## config.mk

```make
export PLATFORM = sky130hd
export DESIGN_NAME = scroll_lanes
export DESIGN_NICKNAME = d
export VERILOG_FILES = /design/src/rtl/scroll_lanes_pkg.sv /design/src/rtl/scroll_lane_ch.sv /design/src/rtl/scroll_lanes.sv
export SDC_FILE = /design/constraint.sdc
export NUM_CORES = 1
export LEC_CHECK = 0
export CORE_ASPECT_RATIO = 0.6
export CORE_MARGIN = 2
export CORE_UTILIZATION = 67
export DETAILED_ROUTE_END_ITERATION = 7
export PLACE_DENSITY = 0.88
export SETUP_SLACK_MARGIN = 0.2
export SKIP_LAST_GASP = 1
export SYNTH_ARGS = -nofsm -noshare
export SYNTH_HDL_FRONTEND = slang
export SYNTH_SLANG_ARGS = --single-unit
```

## constraint.sdc

```tcl
create_clock -name clk -period 8.9 [get_ports clk]
set_input_delay 2.67 -clock clk [delete_from_list [all_inputs] [get_ports clk]]
set_output_delay 2.67 -clock clk [all_outputs]
set_load 0.02 [all_outputs]
```

## src/rtl/scroll_lanes_pkg.sv

```systemverilog
// Shared definitions for the multi-lane scroller: FSM encoding, default timing
// constants and the reset stagger of lane positions.
package scroll_lanes_pkg;

    typedef enum logic [1:0] {
        ST_IDLE = 2'd0,
        ST_RUN  = 2'd1,
        ST_HALT = 2'd2
    } state_t;

    localparam int unsigned DEF_INITIAL_SPEED = 250000;
    localparam int unsigned DEF_MIN_SPEED     = 25000;

    // Lanes start evenly spread over the wrap range so they do not scroll in phase.
    function automatic int unsigned stagger_pos(input int unsigned idx,
                                                input int unsigned wrap,
                                                input int unsigned lanes);
        return (idx * wrap) / lanes;
    endfunction

endpackage

```

## src/rtl/scroll_lane_ch.sv

```systemverilog
// One scroll channel: period counter, modular position update and step pulse.
module scroll_lane_ch #(
    parameter int POS_W    = 11,
    parameter int WRAP     = 640,
    parameter int PER_W    = 29,
    parameter int INIT_POS = 0
) (
    input  logic             clk,
    input  logic             sys_rst,
    input  logic             clear,
    input  logic             advance,
    input  logic             lane_en,
    input  logic             dir,
    input  logic [7:0]       move_amt,
    input  logic [PER_W-1:0] period,
    output logic [POS_W-1:0] pos,
    output logic             step
);

    localparam int EXT_W = POS_W + 1;
    localparam int AMT_W = (EXT_W > 8) ? EXT_W : 8;
    localparam logic [EXT_W-1:0] WRAP_X  = EXT_W'(WRAP);
    localparam logic [EXT_W-1:0] MAX_M   = EXT_W'(WRAP - 1);
    localparam logic [AMT_W-1:0] MAX_M_A = AMT_W'(WRAP - 1);

    logic [PER_W-1:0] count;
    logic [AMT_W-1:0] amt_w;
    logic [EXT_W-1:0] m, pos_x, fwd_sum, next_x;
    logic             due;

    // All wrap arithmetic stays within POS_W+1 bits: pos and m are both below WRAP.
    always_comb begin
        amt_w   = AMT_W'(move_amt);
        m       = (amt_w > MAX_M_A) ? MAX_M : EXT_W'(amt_w);
        pos_x   = {1'b0, pos};
        fwd_sum = pos_x + m;
        if (dir) begin
            next_x = (fwd_sum >= WRAP_X) ? fwd_sum - WRAP_X : fwd_sum;
        end else begin
            next_x = (pos_x < m) ? pos_x + WRAP_X - m : pos_x - m;
        end
    end

    // count+1 >= period is count >= period-1 without underflow; >= also catches a shrunk period.
    assign due = ({1'b0, count} + {{PER_W{1'b0}}, 1'b1}) >= {1'b0, period};

    always_ff @(posedge clk) begin
        if (!sys_rst || clear) begin
            count <= '0;
            pos   <= POS_W'(INIT_POS);
            step  <= 1'b0;
        end else if (!lane_en) begin
            count <= '0;
            step  <= 1'b0;
        end else if (advance && due) begin
            count <= '0;
            pos   <= next_x[POS_W-1:0];
            step  <= 1'b1;
        end else begin
            if (advance) begin
                count <= count + PER_W'(1);
            end
            step <= 1'b0;
        end
    end

endmodule

```

## src/rtl/scroll_lanes.sv

```systemverilog
// Multi-lane scroller top: run/halt FSM, shared speed register with level-up
// ramp, and one scroll_lane_ch per lane with a per-lane period skew.
module scroll_lanes
    import scroll_lanes_pkg::*;
#(
    parameter int NUM_LANES     = 4,
    parameter int POS_W         = 11,
    parameter int WRAP          = 640,
    parameter int SPD_W         = 24,
    parameter int INITIAL_SPEED = DEF_INITIAL_SPEED,
    parameter int MIN_SPEED     = DEF_MIN_SPEED,
    parameter int LANE_SKEW     = 1000
) (
    input  logic                       clk,
    input  logic                       sys_rst,
    input  logic                       game_rst,
    input  logic                       start,
    input  logic                       halt,
    input  logic                       level_up,
    input  logic [SPD_W-1:0]           speed_change,
    input  logic [7:0]                 move_amt,
    input  logic [NUM_LANES-1:0]       dir,
    input  logic [NUM_LANES-1:0]       lane_en,
    output logic [NUM_LANES*POS_W-1:0] pos,
    output logic [SPD_W-1:0]           speed,
    output logic [NUM_LANES-1:0]       step,
    output logic                       running
);

    localparam int PER_W = SPD_W + 5;

    state_t           state, state_next;
    logic             lanes_go, level_ok;
    logic [SPD_W:0]   floor_sum;
    logic [SPD_W-1:0] speed_dec;

    always_ff @(posedge clk) begin
        if (!sys_rst || game_rst) begin
            state <= ST_IDLE;
        end else begin
            state <= state_next;
        end
    end

    always_comb begin
        state_next = state;
        case (state)
            ST_IDLE: if (start) state_next = ST_RUN;
            ST_RUN:  if (halt)  state_next = ST_HALT;
            ST_HALT: if (!halt) state_next = ST_RUN;
            default: state_next = ST_IDLE;
        endcase
    end

    // Halt wins over any step due on the edge that leaves RUN.
    always_comb begin
        lanes_go = (state == ST_RUN) && !halt;
        level_ok = (state != ST_IDLE);
    end

    always_ff @(posedge clk) begin
        if (!sys_rst || game_rst) begin
            running <= 1'b0;
        end else begin
            running <= (state_next == ST_RUN);
        end
    end

    // One extra bit keeps speed_change + MIN_SPEED from wrapping.
    always_comb begin
        floor_sum = {1'b0, speed_change} + (SPD_W+1)'(MIN_SPEED);
        speed_dec = ({1'b0, speed} > floor_sum) ? speed - speed_change : SPD_W'(MIN_SPEED);
    end

    always_ff @(posedge clk) begin
        if (!sys_rst || game_rst) begin
            speed <= SPD_W'(INITIAL_SPEED);
        end else if (level_up && level_ok) begin
            speed <= speed_dec;
        end
    end

    for (genvar i = 0; i < NUM_LANES; i++) begin : g_lane
        logic [PER_W-1:0] period;
        assign period = PER_W'(speed) + PER_W'(i * LANE_SKEW);

        scroll_lane_ch #(
            .POS_W   (POS_W),
            .WRAP    (WRAP),
            .PER_W   (PER_W),
            .INIT_POS(stagger_pos(i, WRAP, NUM_LANES))
        ) u_lane (
            .clk     (clk),
            .sys_rst (sys_rst),
            .clear   (game_rst),
            .advance (lanes_go),
            .lane_en (lane_en[i]),
            .dir     (dir[i]),
            .move_amt(move_amt),
            .period  (period),
            .pos     (pos[i*POS_W +: POS_W]),
            .step    (step[i])
        );
    end

endmodule

```

==> results of run 1 <==
-- where the power goes --
group	total, mW	switching [mW]	internal [mW]
registers	0.859	0.00402	0.855
logic	0.328	0.204	0.124
clock network	0.809	0.412	0.396
-- flip-flops by register name, indices dropped and copies added (netlist names) --
signal / count
state: 2
g_lane.u_lane.step: 4
running: 1
g_lane.u_lane.pos: 44
speed: 24
g_lane.u_lane.count: 116
-- cell usage after synthesis, drive strengths merged, types with 34 or more instances --
cell | instances | area share (%)
a21o | 34 | 1.2
nand4 | 51 | 1.6
o21ai | 109 | 2.7
clkbuf | 71 | 1.3
nor3 | 53 | 1.4
a21oi | 149 | 3.6
nor2 | 344 | 6.3
nand2 | 219 | 4.0
fa | 37 | 3.6
inv | 188 | 3.4
ha | 269 | 16
nand2b | 34 | 1.0
xor2 | 120 | 5.1
dfxtp | 191 | 19
nand3 | 102 | 2.5
xnor2 | 215 | 9.2
a211oi | 42 | 1.6
buf | 37 | 1.0
-- metal layers --
metal / vias up / global-route usage, % / wire length [µm]
li1: 9379 / - / -
met1: 9388 / 57.5 / 28900
met5: - / 2.38 / 114
met3: 131 / 11.9 / 8450
met2: 1257 / 54.6 / 25300
met4: 2 / 11.4 / 1500
-- cells in the final DEF, fill, tap and decap left out, drive strengths merged, types with 42 or more instances in the layout --
| master | Yosys | routed |
|---|---|---|
| clkdlybuf4s50 | 0 | 118 |
| nor2 | 344 | 344 |
| a211oi | 42 | 42 |
| xnor2 | 215 | 215 |
| ha | 269 | 269 |
| nor3 | 53 | 53 |
| nand4 | 51 | 51 |
| nand2 | 219 | 219 |
| inv | 188 | 196 |
| a21oi | 149 | 149 |
| xor2 | 120 | 120 |
| nand3 | 102 | 102 |
| o21ai | 109 | 109 |
| dfxtp | 191 | 191 |
-- final cells by class --
class | instances | area, µm² | share of cell area, %
Timing Repair Buffer | 131 | 1280 | 5.69
Multi-Input combinational cell | 2181 | 15500 | 69.2
Sequential cell | 191 | 3820 | 17.0
Clock inverter | 14 | 146 | 0.652
Inverter | 192 | 721 | 3.21
Antenna cell | 4 | 10.0 | 0.0446
Clock buffer | 17 | 425 | 1.89
Tap cell | 408 | 510 | 2.27
-- worst max-delay path, cell delays in order --
cell             delay [ps]
clkdlybuf4s50_1         510
ha_1                    270
o21ai_0                 330
a21oi_1                 220
nor3_1                  600
nor3_1                  150
xnor2_1                 170
ha_1                    330
nand4_1                 100
nor2_1                  190
nand3_1                 130
or2_2                   300
o31ai_1                 240
o31a_1                  610
and2_1                  390
a22o_1                  170
nand2_1                  50
-- cell families (layout without fill, tap and decap cells) --
| family | Yosys count | in the layout | synth area share (%) |
|---|---|---|---|
| AND/OR/NAND/NOR | 967 | 967 | 22.4 |
| AO/OA/AOI/OAI | 556 | 556 | 18.0 |
| XOR/XNOR | 335 | 335 | 14.3 |
| adder cells (fa/ha/maj) | 306 | 306 | 20.0 |
| buffers and inverters | 300 | 354 | 5.84 |
| flip-flops | 191 | 191 | 18.6 |
| multiplexers | 17 | 17 | 0.852 |
| other | 0 | 4 | 0 |
-- final timing paths --
| kind | depth (start not counted) | slack (ps) | start | to |
|---|---|---|---|---|
| min | 2 | 510 | g_lane[2].u_lane.count[1] | g_lane[2].u_lane.count[1] |
| max reg2reg | 18 | 2230 | speed[3] | g_lane[3].u_lane.count[1] |
| max | 17 | 1810 | speed_change[3] | speed[14] |
| min reg2reg | 2 | 510 | g_lane[2].u_lane.count[1] | g_lane[2].u_lane.count[1] |
==> results_dict.tcl, run 1 <==
set metrics [dict create \
    die_area_um2 32100 \
    antenna_left 0 \
    postLayoutCellArea_um2 22500 \
    slew_headroom_pct 23.3 \
    ys_seq_area_share_pct 18.6 \
    crit_type "input pin to flop" \
    synth_seq_cells 191 \
    cts_made_buffers 17 \
    io_pins 119 \
    post_drt_wl_per_cell_um 20.5 \
    synth.cell_area_um2 20600 \
    p_per_area_nw_per_um2 88.9 \
    viasPerCell 6.42 \
    wl_mm 64.2 \
    pre_cts_ws_ps 1460 \
    syn_area_per_cell_um2 7.69 \
    clock-root-buffer "clkbuf_16" \
    synth_cell_type_count 92 \
    clk_latency_ps 470 \
    finish.utilization_pct 74.8 \
    hold_class "flop to flop" \
    cp-start-kind "input pin" \
    dp_hpwl_mm 49.5 \
    fin_ws_ps 1810 \
    grt_use_total_pct 39.3 \
    post_cts_buffers 0 \
    fin_tns_setup_ps 0 \
    ir_drop_mv 0.154 \
    holdWs_ps 505 \
    synth_flop_cell "dfxtp_1" \
    area_growth_pct 9.25 \
    clkSinkCount 191 \
    setup_violations 0 \
    cp-end-kind "flop" \
    dr.pass1.iters 6 \
    synth-async-reset-ratio_pct 0 \
    grt_pass1_wl_mm 101 \
    core_area_um2 30000 \
    tritoncts "done" \
    row_count 49 \
    nets 3066 \
    grt_pass1_vias 18900 \
    grt_overflow 0 \
    cp.arrival_ps 7430 \
    drt_iter0_drc 2470 \
    drive_gt1_share_pct 3.15 \
    syn_inst 2672 \
    synth_fp_nets 3024 \
    tightest_slew_ps 1150 \
    fin_crit_sh_pct 79.7 \
    antenna_found_initial 2 \
    cts_buffer_depth 2 \
    leakagePower_nw 9.09 \
    htree_levels 4 \
    drc_errors 0 \
    fp.dieH_um 140 \
    max_cap_viol_count 0 \
    fillers 2276 \
    rsz0062_at_grt "false" \
    min_period_ps 7090 \
    path_clk_slew_ps 80 \
    routabilityCongestion 0.995 \
    holdBufCountCts 0 \
    place_area_um2 21900 \
    finalPower_mw 2.00 \
    hold_violations 0 \
    num_vias 20200 \
    ctsResizeCount 0 \
    dp_cells 3103 \
    fp.dieW_um 230 \
    portBuffers 118 \
    yosysWarnings 0 \
    synth_edf_count 0 \
    grt_start_max_net_pins 56 \
    crit_required_ps 9240 \
    finalMaxSlewViolations 0 \
    initial_core_util_pct 68.4 \
    fmax_ghz 0.141 \
    skew_ps 16.7 \
    fin_cells 3138 \
    critPathMaxFanout 17 \
    status "completed" \
]
(Power assumes the default switching activity.)
==> run 2: changes to the inputs <==
Settings changed: CORE_UTILIZATION 67 to 62, PLACE_DENSITY 0.88 to 0.82.
Clock period 8.9 ns to 6.9 ns, I/O delays scaled along.
==> run 2 against run 1 <==
  * Flip-flop and latch count unchanged
  * Clock power up 32%
  * Worst hold slack better by 4.8 ps
  * Global-route usage down 2.7 points
  * Largest cell class unchanged
  * Largest power group unchanged
==> results_dict.tcl, run 2 (synthesis gave the netlist of run 1 again) <==
set metrics [dict create \
    finalPower_mw 2.60 \
    status "completed" \
    rsz0062_at_grt "false" \
    viasPerCell 6.32 \
    nets 3085 \
    antenna_left 0 \
    cell_internal_pwr_mw 1.80 \
    tightest_slew_ps 1090 \
    grt_pass1_vias 18700 \
    reg2reg_depth 20 \
    largest_reg_flops 116 \
    post_cts_buffers 0 \
    grt_overflow 0 \
    seqCellArea_um2 3820 \
    tritoncts "done" \
    drive_gt1_share_pct 3.86 \
    holdBufCountCts 0 \
    antenna_found_initial 2 \
    p_per_area_nw_per_um2 115 \
    dp_hpwl_mm 49.4 \
    layout_common_cells "nor2_1, ha_1, nand2_1, xnor2_1, dfxtp_1" \
    clkPwrFrac_pct 41.0 \
    grt_start_max_net_pins 48 \
    ctsResizeCount 0 \
    r2r_start "speed[3]" \
    fin_ws_ps 769 \
    cp-start-kind "input pin" \
    fin_crit_sh_pct 88.8 \
    cp-end-kind "flop" \
    cts_buffer_depth 2 \
    num_vias 20000 \
    hold_depth 2 \
    hold_class "flop to flop" \
    fillers 2660 \
    crit_required_ps 7250 \
    grt_pass1_wl_mm 101 \
    p_seq_share_pct 42.5 \
    reg_top3 "g_lane.u_lane.count: 116 flops, g_lane.u_lane.pos: 44 flops, speed: 24 flops" \
    drt_iter0_drc 2626 \
    initial_core_util_pct 63.2 \
    clock-root-buffer "clkbuf_16" \
    pre_cts_ws_ps 407 \
    skew_ps 15.3 \
    die_area_um2 34700 \
    combinationalPowerShare_pct 16.5 \
    top_register "g_lane.u_lane.count" \
    holdWs_ps 510 \
    met2_usage_pct 50.3 \
    htree_levels 4 \
    hold_path_end "g_lane[3].u_lane.pos[0]" \
    leakagePower_nw 9.19 \
    hold_violations 0 \
    grt_use_total_pct 36.6 \
    wl_mm 63.7 \
    portBuffers 118 \
    path_clk_slew_ps 80 \
    io_pins 119 \
    finalMaxSlewViolations 0 \
    switchingPower_uw 802 \
    cp.arrival_ps 6480 \
    max_cap_viol_count 0 \
    post_drt_wl_per_cell_um 20.1 \
    swShare_pct 30.8 \
    area_growth_pct 10.2 \
    core_area_um2 32500 \
    fp.dieH_um 145 \
    fp.dieW_um 239 \
    critPathMaxFanout 8 \
    crit_type "input pin to flop" \
    dr.pass1.iters 6 \
    layout_commonest_cell "nor2_1" \
    slew_headroom_pct 27.4 \
    use_met3_pct 9.02 \
    clkSinkCount 191 \
    ir_drop_mv 0.206 \
    multiInputGateArea_um2 15500 \
    slowest_delay_ps 540 \
    cts_made_buffers 17 \
    routabilityCongestion 1.04 \
    ff2ff_setup_slack_ps 1070 \
    min_period_ps 6130 \
    setup_violations 0 \
    path_cells "clkdlybuf4s50_1 > ha_1 > o21ai_0 > a21oi_1 > nor3_1 > nor3_1 > xnor2_1 > ha_1 > nand4_1 > nor2_1 > nand3_1 > or2_2 > o31ai_1 > o31a_1 > and2_1 > a22o_1 > nand2_1" \
    grtUsageMet1_pct 55.7 \
    grt_busiest_layer "met1" \
    cp_slowest_cell "clkdlybuf4s50_1" \
    fmax_ghz 0.163 \
    dp_cells 3138 \
    fin_tns_setup_ps 0 \
    row_count 51 \
    postLayoutCellArea_um2 22600 \
    fin_cells 3174 \
    finish.utilization_pct 69.6 \
    hp-start "g_lane[3].u_lane.pos[0]" \
    reg2reg_to "g_lane[3].u_lane.pos[9]" \
    drc_errors 0 \
    place_area_um2 22000 \
    clk_latency_ps 470 \
]
run 2: cell count changes in the layout (fill, tap and decap cells not counted), sizes merged:
cell and delta:
clkbuf +2, inv -1, buf +19
run 2: power by group through the flow:
stage | clock [mW] | sequential [mW] | combinational [mW]
2_1_floorplan | 0 | 1.13 | 0.273
3_3_place_gp | 0 | 1.13 | 0.398
3_5_place_dp | 0 | 1.13 | 0.411
4_1_cts | 1.07 | 1.11 | 0.414
5_1_grt | 1.12 | 1.11 | 0.466
6_report | 1.07 | 1.11 | 0.428
run 2: per-layer routing:
layer	wire, µm	share of wire [%]
met5	0	0
met2	25100	39
met4	1390	2.2
met3	7860	12
met1	29300	46
run 2: cell type report:
class,count,share of cell area [%]
Antenna cell,4,0.0442
Clock buffer,19,2.00
Clock inverter,13,0.641
Inverter,192,3.18
Multi-Input combinational cell,2181,68.6
Sequential cell,191,16.9
Tap cell,424,2.34
Timing Repair Buffer,150,6.28
run 2: worst max path at each step:
stage	startpoint	end	slack (ps)	cells past startpoint
after global routing	speed_change[3]	speed[14]	400	17
after detailed placement	speed_change[3]	speed[14]	410	17
after global placement	speed_change[3]	speed[7]	600	18
final	speed_change[3]	speed[14]	770	17
after floorplan	speed_change[3]	speed[14]	1500	17
after CTS	speed_change[3]	speed[14]	890	17
run 2: critical path: cells and delay by family:
| kind | cells | cell delay [ps] |
|---|---|---|
| and+or+nand+nor | 8 | 1790 |
| adders and majority gates | 2 | 610 |
| buffers and inverters | 1 | 540 |
| xor gates and xnor gates | 1 | 160 |
| AOI/OAI and AO/OA | 5 | 1320 |
